### src/rtl/multicycle_control_unit_if.sv
// multicycle_control_unit_if: instruction/flag inputs and datapath control outputs of the multicycle controller
interface multicycle_control_unit_if #(parameter int ALUCTRL_W = 2);
  logic [26:0] instr;
  logic [3:0] alu_flags;
  logic pc_write, adr_src, mem_write, ir_write, alu_src_a, reg_write;
  logic [1:0] result_src, alu_src_b, imm_src, reg_src;
  logic [ALUCTRL_W-1:0] alu_control;
  logic [3:0] flags;
  modport master (
    input  instr, alu_flags,
    output pc_write, adr_src, mem_write, ir_write, result_src, alu_src_a,
           alu_src_b, imm_src, reg_src, reg_write, alu_control, flags
  );
  modport slave (
    output instr, alu_flags,
    input  pc_write, adr_src, mem_write, ir_write, result_src, alu_src_a,
           alu_src_b, imm_src, reg_src, reg_write, alu_control, flags
  );
endinterface

### src/rtl/multicycle_control_unit.sv
// multicycle_control_unit: Moore FSM sequencing ARMv4-subset instructions over a shared ALU and memory
module multicycle_control_unit #(
  parameter int ALUCTRL_W = 2,
  parameter int MEM_WAIT  = 0
) (
  input logic clk,
  input logic rst_n,
  multicycle_control_unit_if.master bus
);
  typedef enum logic [3:0] {
    FETCH, DECODE, MEMADR, MEMREAD, MEMWB, MEMWRITE, EXECR, EXECI, ALUWB, BRANCH
  } state_t;
  localparam logic [ALUCTRL_W-1:0] alu_add = '0;
  localparam logic [ALUCTRL_W-1:0] alu_sub = ALUCTRL_W'(1);
  localparam logic [ALUCTRL_W-1:0] alu_and = ALUCTRL_W'(2);
  localparam logic [ALUCTRL_W-1:0] alu_orr = ALUCTRL_W'(3);
  localparam logic [ALUCTRL_W-1:0] alu_eor = ALUCTRL_W'(4);
  state_t state;
  logic [2:0] cnt;
  logic [3:0] flags, cond, cmd, rd;
  logic [1:0] op;
  logic i_bit, s_bit, u_bit, l_bit, last, cond_ex;
  logic n, z, c, v;
  logic dp_ok, arith, no_wr;
  logic [ALUCTRL_W-1:0] alu_op;
  logic pc_w, ir_w, mem_w, reg_w;
  // instr holds Instr[31:5], so bit k of the instruction sits at index k-5
  assign cond  = bus.instr[26:23];
  assign op    = bus.instr[22:21];
  assign i_bit = bus.instr[20];
  assign cmd   = bus.instr[19:16];
  assign u_bit = bus.instr[18];
  assign s_bit = bus.instr[15];
  assign l_bit = bus.instr[15];
  assign rd    = bus.instr[10:7];
  assign {n, z, c, v} = flags;
  assign last = cnt == 3'(MEM_WAIT);
  always_comb begin
    case (cond)
      4'h0: cond_ex = z;
      4'h1: cond_ex = ~z;
      4'h2: cond_ex = c;
      4'h3: cond_ex = ~c;
      4'h4: cond_ex = n;
      4'h5: cond_ex = ~n;
      4'h6: cond_ex = v;
      4'h7: cond_ex = ~v;
      4'h8: cond_ex = c & ~z;
      4'h9: cond_ex = ~c | z;
      4'ha: cond_ex = n == v;
      4'hb: cond_ex = n != v;
      4'hc: cond_ex = ~z & (n == v);
      4'hd: cond_ex = z | (n != v);
      4'he: cond_ex = 1'b1;
      default: cond_ex = 1'b0;
    endcase
  end
  always_comb begin
    dp_ok = 1'b1;
    arith = 1'b1;
    no_wr = 1'b0;
    alu_op = alu_add;
    case (cmd)
      4'b0100: alu_op = alu_add;
      4'b0010: alu_op = alu_sub;
      4'b1010: begin alu_op = alu_sub; no_wr = 1'b1; end
      4'b0000: begin alu_op = alu_and; arith = 1'b0; end
      4'b1100: begin alu_op = alu_orr; arith = 1'b0; end
      4'b0001: begin alu_op = alu_eor; arith = 1'b0; dp_ok = ALUCTRL_W == 3; end
      default: dp_ok = 1'b0;
    endcase
  end
  always_ff @(posedge clk or negedge rst_n) begin
    if (!rst_n) begin
      state <= FETCH;
      cnt <= '0;
      flags <= '0;
    end else begin
      case (state)
        FETCH: begin
          cnt <= last ? '0 : cnt + 3'd1;
          if (last) state <= DECODE;
        end
        DECODE: state <= op == 2'b01 ? MEMADR : op == 2'b10 ? BRANCH :
                         op == 2'b00 ? (i_bit ? EXECI : EXECR) : FETCH;
        MEMADR: state <= l_bit ? MEMREAD : MEMWRITE;
        MEMREAD: begin
          cnt <= last ? '0 : cnt + 3'd1;
          if (last) state <= MEMWB;
        end
        MEMWRITE: begin
          cnt <= last ? '0 : cnt + 3'd1;
          if (last) state <= FETCH;
        end
        EXECR, EXECI: begin
          // logic ops leave carry and overflow untouched
          if (s_bit && cond_ex && dp_ok)
            flags <= arith ? bus.alu_flags : {bus.alu_flags[3:2], flags[1:0]};
          state <= (no_wr || !dp_ok) ? FETCH : ALUWB;
        end
        default: state <= FETCH;
      endcase
    end
  end
  always_comb begin
    pc_w = 1'b0;
    ir_w = 1'b0;
    mem_w = 1'b0;
    reg_w = 1'b0;
    bus.adr_src = 1'b0;
    bus.result_src = 2'b00;
    bus.alu_src_a = 1'b0;
    bus.alu_src_b = 2'b00;
    bus.imm_src = 2'b00;
    bus.alu_control = alu_add;
    case (state)
      FETCH, DECODE: begin
        bus.alu_src_a = 1'b1;
        bus.alu_src_b = 2'b10;
        bus.result_src = 2'b10;
        ir_w = state == FETCH && last;
        pc_w = state == FETCH && last;
      end
      MEMADR: begin
        bus.alu_src_b = 2'b01;
        bus.imm_src = 2'b01;
        bus.alu_control = u_bit ? alu_add : alu_sub;
      end
      MEMREAD: bus.adr_src = 1'b1;
      MEMWRITE: begin
        bus.adr_src = 1'b1;
        mem_w = cond_ex && last;
      end
      MEMWB, ALUWB: begin
        bus.result_src = state == MEMWB ? 2'b01 : 2'b00;
        pc_w = cond_ex && rd == 4'hf;
        reg_w = cond_ex && rd != 4'hf;
      end
      EXECR, EXECI: begin
        bus.alu_src_b = state == EXECI ? 2'b01 : 2'b00;
        bus.alu_control = alu_op;
      end
      BRANCH: begin
        bus.imm_src = 2'b10;
        bus.alu_src_b = 2'b01;
        bus.result_src = 2'b10;
        pc_w = cond_ex;
      end
      default: ;
    endcase
  end
  // enables are held off for the whole time reset is asserted
  assign bus.pc_write = pc_w & rst_n;
  assign bus.ir_write = ir_w & rst_n;
  assign bus.mem_write = mem_w & rst_n;
  assign bus.reg_write = reg_w & rst_n;
  assign bus.reg_src = {op == 2'b01 && !l_bit, op == 2'b10};
  assign bus.flags = flags;
endmodule

### src/flat_wrapper.sv
// flat-port wrapper written by rule: the top's interface ports become plain ports
module multicycle_control_unit_flat 
#(
  parameter int ALUCTRL_W = 2,
  parameter int MEM_WAIT  = 0
)
  (clk, rst_n, bus_instr, bus_alu_flags, bus_pc_write, bus_adr_src, bus_mem_write, bus_ir_write, bus_result_src, bus_alu_src_a, bus_alu_src_b, bus_imm_src, bus_reg_src, bus_reg_write, bus_alu_control, bus_flags);
  multicycle_control_unit_if #(.ALUCTRL_W(ALUCTRL_W)) bus_i ();
  input logic clk;
  input logic rst_n;
  input wire logic [$bits(bus_i.instr)-1:0] bus_instr;
  input wire logic [$bits(bus_i.alu_flags)-1:0] bus_alu_flags;
  output wire logic [$bits(bus_i.pc_write)-1:0] bus_pc_write;
  output wire logic [$bits(bus_i.adr_src)-1:0] bus_adr_src;
  output wire logic [$bits(bus_i.mem_write)-1:0] bus_mem_write;
  output wire logic [$bits(bus_i.ir_write)-1:0] bus_ir_write;
  output wire logic [$bits(bus_i.result_src)-1:0] bus_result_src;
  output wire logic [$bits(bus_i.alu_src_a)-1:0] bus_alu_src_a;
  output wire logic [$bits(bus_i.alu_src_b)-1:0] bus_alu_src_b;
  output wire logic [$bits(bus_i.imm_src)-1:0] bus_imm_src;
  output wire logic [$bits(bus_i.reg_src)-1:0] bus_reg_src;
  output wire logic [$bits(bus_i.reg_write)-1:0] bus_reg_write;
  output wire logic [$bits(bus_i.alu_control)-1:0] bus_alu_control;
  output wire logic [$bits(bus_i.flags)-1:0] bus_flags;
  assign bus_i.instr = bus_instr;
  assign bus_i.alu_flags = bus_alu_flags;
  assign bus_pc_write = bus_i.pc_write;
  assign bus_adr_src = bus_i.adr_src;
  assign bus_mem_write = bus_i.mem_write;
  assign bus_ir_write = bus_i.ir_write;
  assign bus_result_src = bus_i.result_src;
  assign bus_alu_src_a = bus_i.alu_src_a;
  assign bus_alu_src_b = bus_i.alu_src_b;
  assign bus_imm_src = bus_i.imm_src;
  assign bus_reg_src = bus_i.reg_src;
  assign bus_reg_write = bus_i.reg_write;
  assign bus_alu_control = bus_i.alu_control;
  assign bus_flags = bus_i.flags;
  multicycle_control_unit #(.ALUCTRL_W(ALUCTRL_W), .MEM_WAIT(MEM_WAIT)) u_core (.clk(clk), .rst_n(rst_n), .bus(bus_i));
endmodule
### config.mk
export PLATFORM = sky130hd
export DESIGN_NAME = multicycle_control_unit_flat
export DESIGN_NICKNAME = d
export VERILOG_FILES = /design/src/rtl/multicycle_control_unit_if.sv /design/src/rtl/multicycle_control_unit.sv /design/src/flat_wrapper.sv
export SDC_FILE = /design/constraint.sdc
export NUM_CORES = 1
export LEC_CHECK = 0
export BUFFER_PORTS_ARGS = -buffer_cell sky130_fd_sc_hd__clkbuf_2
export CORE_ASPECT_RATIO = 0.7
export CORE_MARGIN = 5
export CORE_UTILIZATION = 46
export CTS_BUF_LIST = sky130_fd_sc_hd__clkbuf_8
export DETAILED_ROUTE_END_ITERATION = 10
export HOLD_SLACK_MARGIN = 0.08
export PLACE_DENSITY = 0.88
export REMOVE_ABC_BUFFERS = 1
export SYNTH_ARGS = -nofsm -noshare
export SYNTH_HDL_FRONTEND = slang
export SYNTH_SLANG_ARGS = --single-unit
### constraint.sdc
create_clock -name clk -period 2.4 [get_ports clk]
set_input_delay 0.12 -clock clk [delete_from_list [all_inputs] [get_ports clk]]
set_output_delay 0.12 -clock clk [all_outputs]
set_load 0.005 [all_outputs]
* After elaboration in Yosys (flattened, before gate mapping)
Cells that the tools add are included.
** Operators by class
- Add/sub/neg operators :: 1
- Equality and inequality tests :: 37
- Multiplexer cells :: 28
- Bitwise operators :: 13
- Reduce and logical (&&, ||, !) cells :: 28
** Operators by type and width (number)
- equality test 4 bit, second input constant :: 12
- equality test 4 x 3 -> 1 bit, second input constant :: 9
- two-way mux 4 bit :: 7
- case mux 4 bit (6 select lines) :: 1
- equality test 4 x 2 -> 1 bit, second input constant :: 5
- case mux 1 bit (15 select lines) :: 1
- equality test 4 x 1 -> 1 bit, second input constant :: 3
- logical NOT 4 bit :: 3
- case mux 2 bit (2 select lines) :: 3
- case mux 2 bit (3 select lines) :: 2
- OR reduction 2 bit :: 6
- two-way mux 1 bit :: 11
- OR reduction 3 bit :: 3
- logical AND 1 bit :: 7
- bitwise AND 1 bit :: 6
- two-way mux 3 bit :: 2
- inequality test 2 x 1 -> 1 bit, second input constant :: 3
- AND reduction 3 bit :: 2
- inverter 1 bit :: 5
- OR reduction 5 bit :: 1
- inequality test 4 bit, second input constant :: 1
- adder 3 x 1 -> 3 bit, second input constant :: 1
- logical NOT 3 bit :: 1
- case mux 1 bit (3 select lines) :: 1
- 9 further kinds :: 11
** Word-level totals
- Register bits :: 11
- Bits of input ports :: 33
- Output and inout bits :: 20
- Word-level logic and storage cells :: 111

* Depth between registers and ports, before layout
Gate-level depths: netlist of the first run.
- Word-level depth :: 7
- Mapped depth :: 7
- Gate-level depth less buffers :: 7

* Least setup slack after synthesis of the first run
No wires, ideal clock.
- Path type :: register to register
- Start point :: reg u_core.flags[0], in the netlist u_core.bus.flags[0]
- End point :: reg u_core.flags[0], in the netlist u_core.bus.flags[0]
- Setup time :: 128 ps
- Arrival :: 1812 ps
- Data required time :: 2272 ps
- Slack :: 461 ps
- Stages on the path, launching flop included :: 7
- Path buffers :: 0
- Period minus slack after synthesis :: 1939 ps
- Cells stage by stage :: dfrtp_1 xnor2_1 mux2i_1 o211ai_1 a311oi_2 and4b_1 mux2_1
** On the way
- Cells in the longest elaborated chain, start to end :: 6
- Elaborated cells between the ends (all ways) :: 9
- Classes of those cells :: eq/ne: 2; mux: 1; bitwise: 3; reduce/logical: 3
** RTL lines
- start, declared :: RTL line multicycle_control_unit.sv:20 : logic [3:0] flags, cond, cmd, rd;
- start signal, assigned :: RTL line multicycle_control_unit.sv:98 : flags <= arith ? bus.alu_flags : {bus.alu_flags[3:2], flags[1:0]};
- inequality test 1 bit or equality test 1 bit (tied branches)
- OR 1 bit or bitwise AND 1 bit (tied branches) :: RTL line multicycle_control_unit.sv:53, multicycle_control_unit.sv:52
- case mux 1 bit (15 select lines) (*) :: RTL line multicycle_control_unit.sv:39 : case (cond)
- logical AND 1 bit (*) (2 in series) :: RTL line multicycle_control_unit.sv:97 : if (s_bit && cond_ex && dp_ok)
- AND reduction 3 bit (no source line) (*)
Mark *: on every way between the ends. The rest lies on a longest branch, timed or not.
A chain may end at the register's enable or synchronous reset.

* Final worst setup path of the first run
- Start point :: reg u_core.flags[0], in the netlist u_core.bus.flags[0]
- End point :: out bus_pc_write
** On the way
- Cells in the longest elaborated chain, start to end :: 6
- Elaborated cells between the ends (all ways) :: 9
- Classes of those cells :: eq/ne: 2; mux: 2; bitwise: 4; reduce/logical: 1
** RTL lines
- inequality test 1 bit or equality test 1 bit (tied branches)
- OR 1 bit or bitwise AND 1 bit (tied branches) :: RTL line multicycle_control_unit.sv:53, multicycle_control_unit.sv:52
- case mux 1 bit (15 select lines) (*) :: RTL line multicycle_control_unit.sv:39
- logical AND 1 bit :: RTL line multicycle_control_unit.sv:136 : pc_w = cond_ex && rd == 4'hf;
- case mux 1 bit (3 select lines) (*) :: RTL line multicycle_control_unit.sv:116 : case (state)
- bitwise AND 1 bit (*) :: RTL line multicycle_control_unit.sv:153 : assign bus.pc_write = pc_w & rst_n;
- end, declared :: RTL line flat_wrapper.sv:13 : output wire logic [$bits(bus_i.pc_write)-1:0] bus_pc_write;
Marked as above.

==> flow_metrics.env, run 1 <==
export IMPL_setup_viol=0
export IMPL_clkPwrFrac=0.168
export IMPL_criticalPathCategory="flip-flop to output pin"
export IMPL_stdcell_count=205
export IMPL_place_congestion=0.852
export IMPL_grtUsageMet2=0.359
export IMPL_p_leak_nw=0.661
export IMPL_hp_class="input port to flip-flop"
export IMPL_cts_made_buffers=3
export IMPL_h_tree_depth=1
export IMPL_ys_flop_type="dfrtp_1"
export IMPL_worstHoldStart="bus_alu_flags[3]"
export IMPL_detail_route_wl_per_cell_um=15.5
export IMPL_grt_antenna_before_repair=0
export IMPL_setup_slack_ns=0.114
export IMPL_worst_slew_pin_slew_ns=0.535
export IMPL_fillers=196
export IMPL_vias_per_cell=5.78
export IMPL_crit_end="bus_pc_write"
export IMPL_synth_area_leader_cell="dfrtp_1"
export IMPL_synthAdderAreaFrac=0.0245
export IMPL_timing_rr_end="u_core.bus.flags[1]"
export IMPL_antenna_left=0
export IMPL_fmax_mhz=438
export IMPL_postSynthAreaPerCell_um2=7.73
export IMPL_vdd_drop_max_v=0.000561
export IMPL_tritoncts="yes"
export IMPL_met3_usage=0.0438
export IMPL_intPower_mw=0.639
export IMPL_layout_drive_gt1_share=0.312
export IMPL_initial_core_util=0.477
export IMPL_grt_max_degree=18
export IMPL_outcome="complete, no violations"
export IMPL_ys_seq_area_frac=0.270
export IMPL_startpoint="u_core.bus.flags[0]"
export IMPL_end_kind="output pin"
export IMPL_design_core_area_um2=2140
export IMPL_die_x_um=66.3
export IMPL_rr_worst_depth=7
export IMPL_rrSetupSlack_ns=0.13
export IMPL_cts_root_buf="clkbuf_8"
export IMPL_swShare=0.444
export IMPL_synth_cell_types=37
export IMPL_die_area_um2=3270
export IMPL_cp_max_fo=4
export IMPL_clock_latency_ns=0.24
export IMPL_busiest_layer="met2"
export IMPL_finalCriticalPeriod_ns=2.29
export IMPL_skew_ns=0.000872
export IMPL_num_vias=1184
export IMPL_grtUsageMet1=0.255
export IMPL_powerDensity_nw_per_um2=878
export IMPL_nNetsFinal=209
export IMPL_p_comb_frac=0.564
export IMPL_worstSetupStartpointType="flip-flop"
export IMPL_finalHoldViolations=0
export IMPL_synth_edf_count=0
export IMPL_synth_top_family_by_area="simple AND/OR/NAND/NOR gates"
export IMPL_drv_cap=0
export IMPL_final_util=0.612
export IMPL_cts_sinks=11
export IMPL_slew_limit_headroom=0.643
export IMPL_syn_cell_area_um2=1020
export IMPL_rows=14
export IMPL_switchingPower_mw=0.510
export IMPL_synthMuxAreaShare=0.0847
export IMPL_area_growth_pct=28.3
export IMPL_synthSimpleGateAreaFrac=0.341
export IMPL_slew_violations=0
export IMPL_final_cell_mix="clkbuf_2, nand2_1, nor2_1"
export IMPL_track_usage=0.206
export IMPL_grt_pass1_wl_mm=5.25
export IMPL_holdWs_ns=0.102
export IMPL_ios=53
export IMPL_async_flop_share=1.00
export IMPL_synth_top_area_share=0.270
export IMPL_cp_required_ns=2.28
export IMPL_synthXorXnorAreaFrac=0.0344
export IMPL_post_route_period_util=0.952
export IMPL_seq_power_share=0.268
export IMPL_synth_seq_cells=11
export IMPL_pre_cts_slack_ns=0.182
export IMPL_diodes=0
export IMPL_grt_overflow=0
export IMPL_yosys_top_cells_area="dfrtp_1, a21oi_1, mux2_1"
export IMPL_grt_pass1_vias=1101
export IMPL_synth_compound_area_frac=0.188
export IMPL_port_buffers=41
export IMPL_final_common_cell="clkbuf_2"
export IMPL_hpwl_mm=2.34
export IMPL_clk_path_buf_depth=2
export IMPL_wl_mm=3.18
export IMPL_place_inst=199
export IMPL_synthCells=132
export IMPL_clk_pin_slew_ns=0.05
export IMPL_critical_path_arrival_ns=2.17
export IMPL_yosysWarningCount=0
export IMPL_drc_errors=0
export IMPL_reg2reg_from="u_core.bus.flags[0]"
export IMPL_dr_pass1_iters=4
export IMPL_drt_iter0_markers=96
export IMPL_die_h_um=49.4
## per-stage QoR
stage,total power [mW],setup TNS (ns),area (µm²)
6_report,1.15,0,1310
5_1_grt,1.24,-0.0553,1310
4_1_cts,1.13,0,1300
3_5_place_dp,0.929,0,1240
3_3_place_gp,0.888,0,1240
2_1_floorplan,0.677,0,983
## worst max-delay path, stage by stage, from the launching register on
cell      delay [ns]
dfrtp_1         0.43
xnor2_1         0.22
mux2i_1         0.25
o211ai_1        0.16
a311oi_2        0.36
nor4_1          0.10
or2_2           0.29
clkbuf_2        0.12
## cells by family after synthesis
kind of cell | count (synthesis)
and+or+nand+nor | 63
xor gates and xnor gates | 4
DFF | 11
muxes | 8
adders and majority gates | 2
buffers and inverters | 14
AOI/OAI and AO/OA | 30
## synthesized netlist by cell type (2+ instances only)
master	count
nand2b_1	7
mux2i_1	3
nor2_1	11
o22ai_1	2
nor3_1	6
ha_1	2
nand3_1	4
mux2_1	4
nor2b_1	5
a21oi_1	10
a21o_1	2
o21ai_0	7
nand2_1	12
o211ai_1	2
nor3b_1	3
clkbuf_1	5
inv_1	6
nand3b_1	4
nor4_1	3
buf_2	2
or2_2	3
dfrtp_1	11
xnor2_1	4
## routing by layer
layer / up-vias / routed length, µm
met2: 61 / 1650
met1: 561 / 1260
li1: 556 / -
met3: 6 / 224
met4: 0 / 50
met5: - / 0
## power groups by stage
| stage | logic, mW | registers [mW] | clock network (mW) |
|---|---|---|---|
| 2_1_floorplan | 0.356 | 0.321 | 0 |
| 3_3_place_gp | 0.589 | 0.299 | 0 |
| 3_5_place_dp | 0.621 | 0.307 | 0 |
| 4_1_cts | 0.635 | 0.304 | 0.192 |
| 5_1_grt | 0.720 | 0.319 | 0.202 |
| 6_report | 0.648 | 0.308 | 0.193 |
## worst min path at each step
stage,to,cells past startpoint
floorplan,u_core.bus.flags[0],0
global placement,u_core.state[1],1
detailed placement,u_core.state[1],1
CTS,u_core.bus.flags[3],2
global route,u_core.bus.flags[3],2
finish,u_core.bus.flags[3],2
## flip-flops by register name (all words and copies together) (netlist names)
name,cells
u_core.bus.flags,4
u_core.cnt,3
u_core.state,4
## what timing repair did
action | in CTS | in global routing
hold endpoints to repair | 11 | 0
buffers inserted | 0 | 1
resized for setup | 0 | 1
hold buffers | 1 | 0
endpoints found under the setup margin | 0 | 1
## final cells by class
| type | count | area, µm² | share of cell area |
|---|---|---|---|
| multi-input cells | 107 | 686 | 0.524 |
| clock inverters | 1 | 5.00 | 0.00382 |
| well taps | 32 | 40.0 | 0.0306 |
| repair buffers | 45 | 238 | 0.182 |
| flip-flops and latches | 11 | 277 | 0.211 |
| inverters | 6 | 22.5 | 0.0172 |
| clock buffers | 3 | 41.3 | 0.0315 |
Note: power is estimated with default switching activity, not from simulation.
==> run 2: changes to the inputs <==
--- a/config.mk
+++ b/config.mk
@@ -7,5 +7,4 @@
 export LEC_CHECK = 0
 export BUFFER_PORTS_ARGS = -buffer_cell sky130_fd_sc_hd__clkbuf_2
-export CORE_ASPECT_RATIO = 0.7
 export CORE_MARGIN = 5
 export CORE_UTILIZATION = 46
@@ -15,4 +14,5 @@
 export PLACE_DENSITY = 0.88
 export REMOVE_ABC_BUFFERS = 1
+export SLEW_MARGIN = 40
 export SYNTH_ARGS = -nofsm -noshare
 export SYNTH_HDL_FRONTEND = slang
==> constraint.sdc (replaced) <==
create_clock -name clk -period 2.4 [get_ports clk]
set_input_delay 0.12 -clock clk [delete_from_list [all_inputs] [get_ports clk]]
set_output_delay 0.12 -clock clk [all_outputs]
set_load 0.01 [all_outputs]
==> flow_metrics.env, run 2 (synthesis results as in run 1) <==
export IMPL_outcome="complete, no violations"
export IMPL_place_congestion=0.804
export IMPL_grtUsageMet2=0.307
export IMPL_worst_slew_pin_slew_ns=0.506
export IMPL_stdcell_count=200
export IMPL_wl_mm=2.71
export IMPL_design_core_area_um2=2170
export IMPL_drc_errors=0
export IMPL_critical_path_arrival_ns=2.32
export IMPL_area_growth_pct=26.9
export IMPL_cts_made_buffers=3
export IMPL_detail_route_wl_per_cell_um=13.6
export IMPL_port_buffers=41
export IMPL_final_cell_mix="clkbuf_2, nand2_1, nor2_1, dfrtp_1, a21oi_1"
export IMPL_rsz0062_at_grt="no"
export IMPL_tns_ns=0
export IMPL_met3_usage=0.0249
export IMPL_dr_pass1_iters=4
export IMPL_grtUsageMet1=0.199
export IMPL_drt_iter0_markers=28
export IMPL_grt_overflow=0
export IMPL_final_common_cell="clkbuf_2"
export IMPL_grt_pass1_vias=1017
export IMPL_cts_sinks=11
export IMPL_post_route_period_util=0.919
export IMPL_hp_class="input port to flip-flop"
export IMPL_die_area_um2=3260
export IMPL_final_util=0.596
export IMPL_finalCriticalPeriod_ns=2.21
export IMPL_vias_per_cell=5.64
export IMPL_track_usage=0.169
export IMPL_num_vias=1128
export IMPL_setup_viol=0
export IMPL_drv_cap=0
export IMPL_finalHoldViolations=0
export IMPL_grt_pass1_wl_mm=4.51
export IMPL_end_kind="flip-flop"
export IMPL_antenna_left=0
export IMPL_cts_root_buf="clkbuf_8"
export IMPL_worstSetupStartpointType="flip-flop"
export IMPL_busiest_layer="met2"
export IMPL_die_h_um=57.1
export IMPL_clk_pin_slew_ns=0.05
export IMPL_grt_antenna_before_repair=0
export IMPL_cp_required_ns=2.52
export IMPL_place_inst=194
export IMPL_diodes=0
export IMPL_p_leak_nw=0.659
export IMPL_clk_path_buf_depth=2
export IMPL_layout_drive_gt1_share=0.297
export IMPL_initial_core_util=0.470
export IMPL_fmax_mhz=453
export IMPL_grt_max_degree=18
export IMPL_vdd_drop_max_v=0.000648
export IMPL_powerDensity_nw_per_um2=880
export IMPL_h_tree_depth=1
export IMPL_skew_ns=0.00446
export IMPL_nNetsFinal=208
export IMPL_rows=17
export IMPL_hpwl_mm=2.10
export IMPL_ios=53
export IMPL_tritoncts="yes"
export IMPL_slew_limit_headroom=0.662
export IMPL_cts_resized=0
export IMPL_die_x_um=57.1
export IMPL_cp_max_fo=7
export IMPL_criticalPathCategory="flip-flop to flip-flop"
export IMPL_largestRegisters="u_core.bus.flags (4), u_core.state (4), u_core.cnt (3)"
export IMPL_slew_violations=0
export IMPL_clock_latency_ns=0.24
==> run 2: cell types whose count changed in the layout (fill, tap and decap cells not counted), sizes merged <==
cell / before / now
buf: 3 / 2
clkinv: 1 / 0
inv: 6 / 7
==> run 2: critical path: stages (launching register included) <==
cell,delay [ns]
dfrtp_1,0.45
or3b_1,0.37
a21o_1,0.18
o22ai_1,0.18
a311oi_2,0.10
buf_4,0.18
and4b_1,0.29
mux2_1,0.33
==> run 2: power breakdown <==
part | internal, mW | switching, mW | total [mW]
Clock | 0.112 | 0.0683 | 0.180
Sequential | 0.228 | 0.0962 | 0.325
Combinational | 0.286 | 0.348 | 0.634
Total | 0.627 | 0.512 | 1.14
==> run 2: path summary, 6_finish.rpt <==
check | to | depth (start not counted) | start | slack (ns)
max | u_core.bus.flags[1] | 7 | u_core.bus.flags[3] | 0.19
min | u_core.bus.flags[1] | 2 | bus_alu_flags[1] | 0.11
max reg2reg | u_core.bus.flags[1] | 7 | u_core.bus.flags[3] | 0.19
min reg2reg | u_core.cnt[2] | 1 | u_core.cnt[2] | 0.53
max in group asynchronous | u_core.bus.flags[1] | 2 | rst_n | 1.87
min in group asynchronous | u_core.state[0] | 2 | rst_n | 0.29
==> run 2: layout make-up <==
cell class	instances	area, µm²
Tap cell	28	35.0
Clock buffer	3	41.3
Inverter	6	22.5
Sequential cell	11	275
Timing Repair Buffer	44	230
Multi-Input combinational cell	107	686
Fill cell	207	876
Clock inverter	1	3.75
==> run 2: repair_timing <==
action / 4_1_cts / 5_1_grt
hold endpoints to repair: 11 / 0
hold buffers: 1 / 0
buffers inserted: 0 / 1
setup endpoints to repair: 0 / 1
==> run 2: per-stage QoR <==
stage          power, mW  worst slack, ns  area (µm²)  hold WS, ns
3_3_place_gp       0.912            0.328        1230       0.0179
4_1_cts             1.13            0.114        1290        0.109
2_1_floorplan      0.717            0.432         983       -0.176
3_5_place_dp       0.949            0.267        1230       0.0244
6_report            1.14            0.195        1290        0.106
5_1_grt             1.23           0.0633        1290        0.120
==> run 2: metal layers <==
layer | vias up | share of wire
li1 | 552 | -
met1 | 531 | 0.41
met2 | 38 | 0.51
met3 | 7 | 0.063
met4 | 0 | 0.017
met5 | - | 0
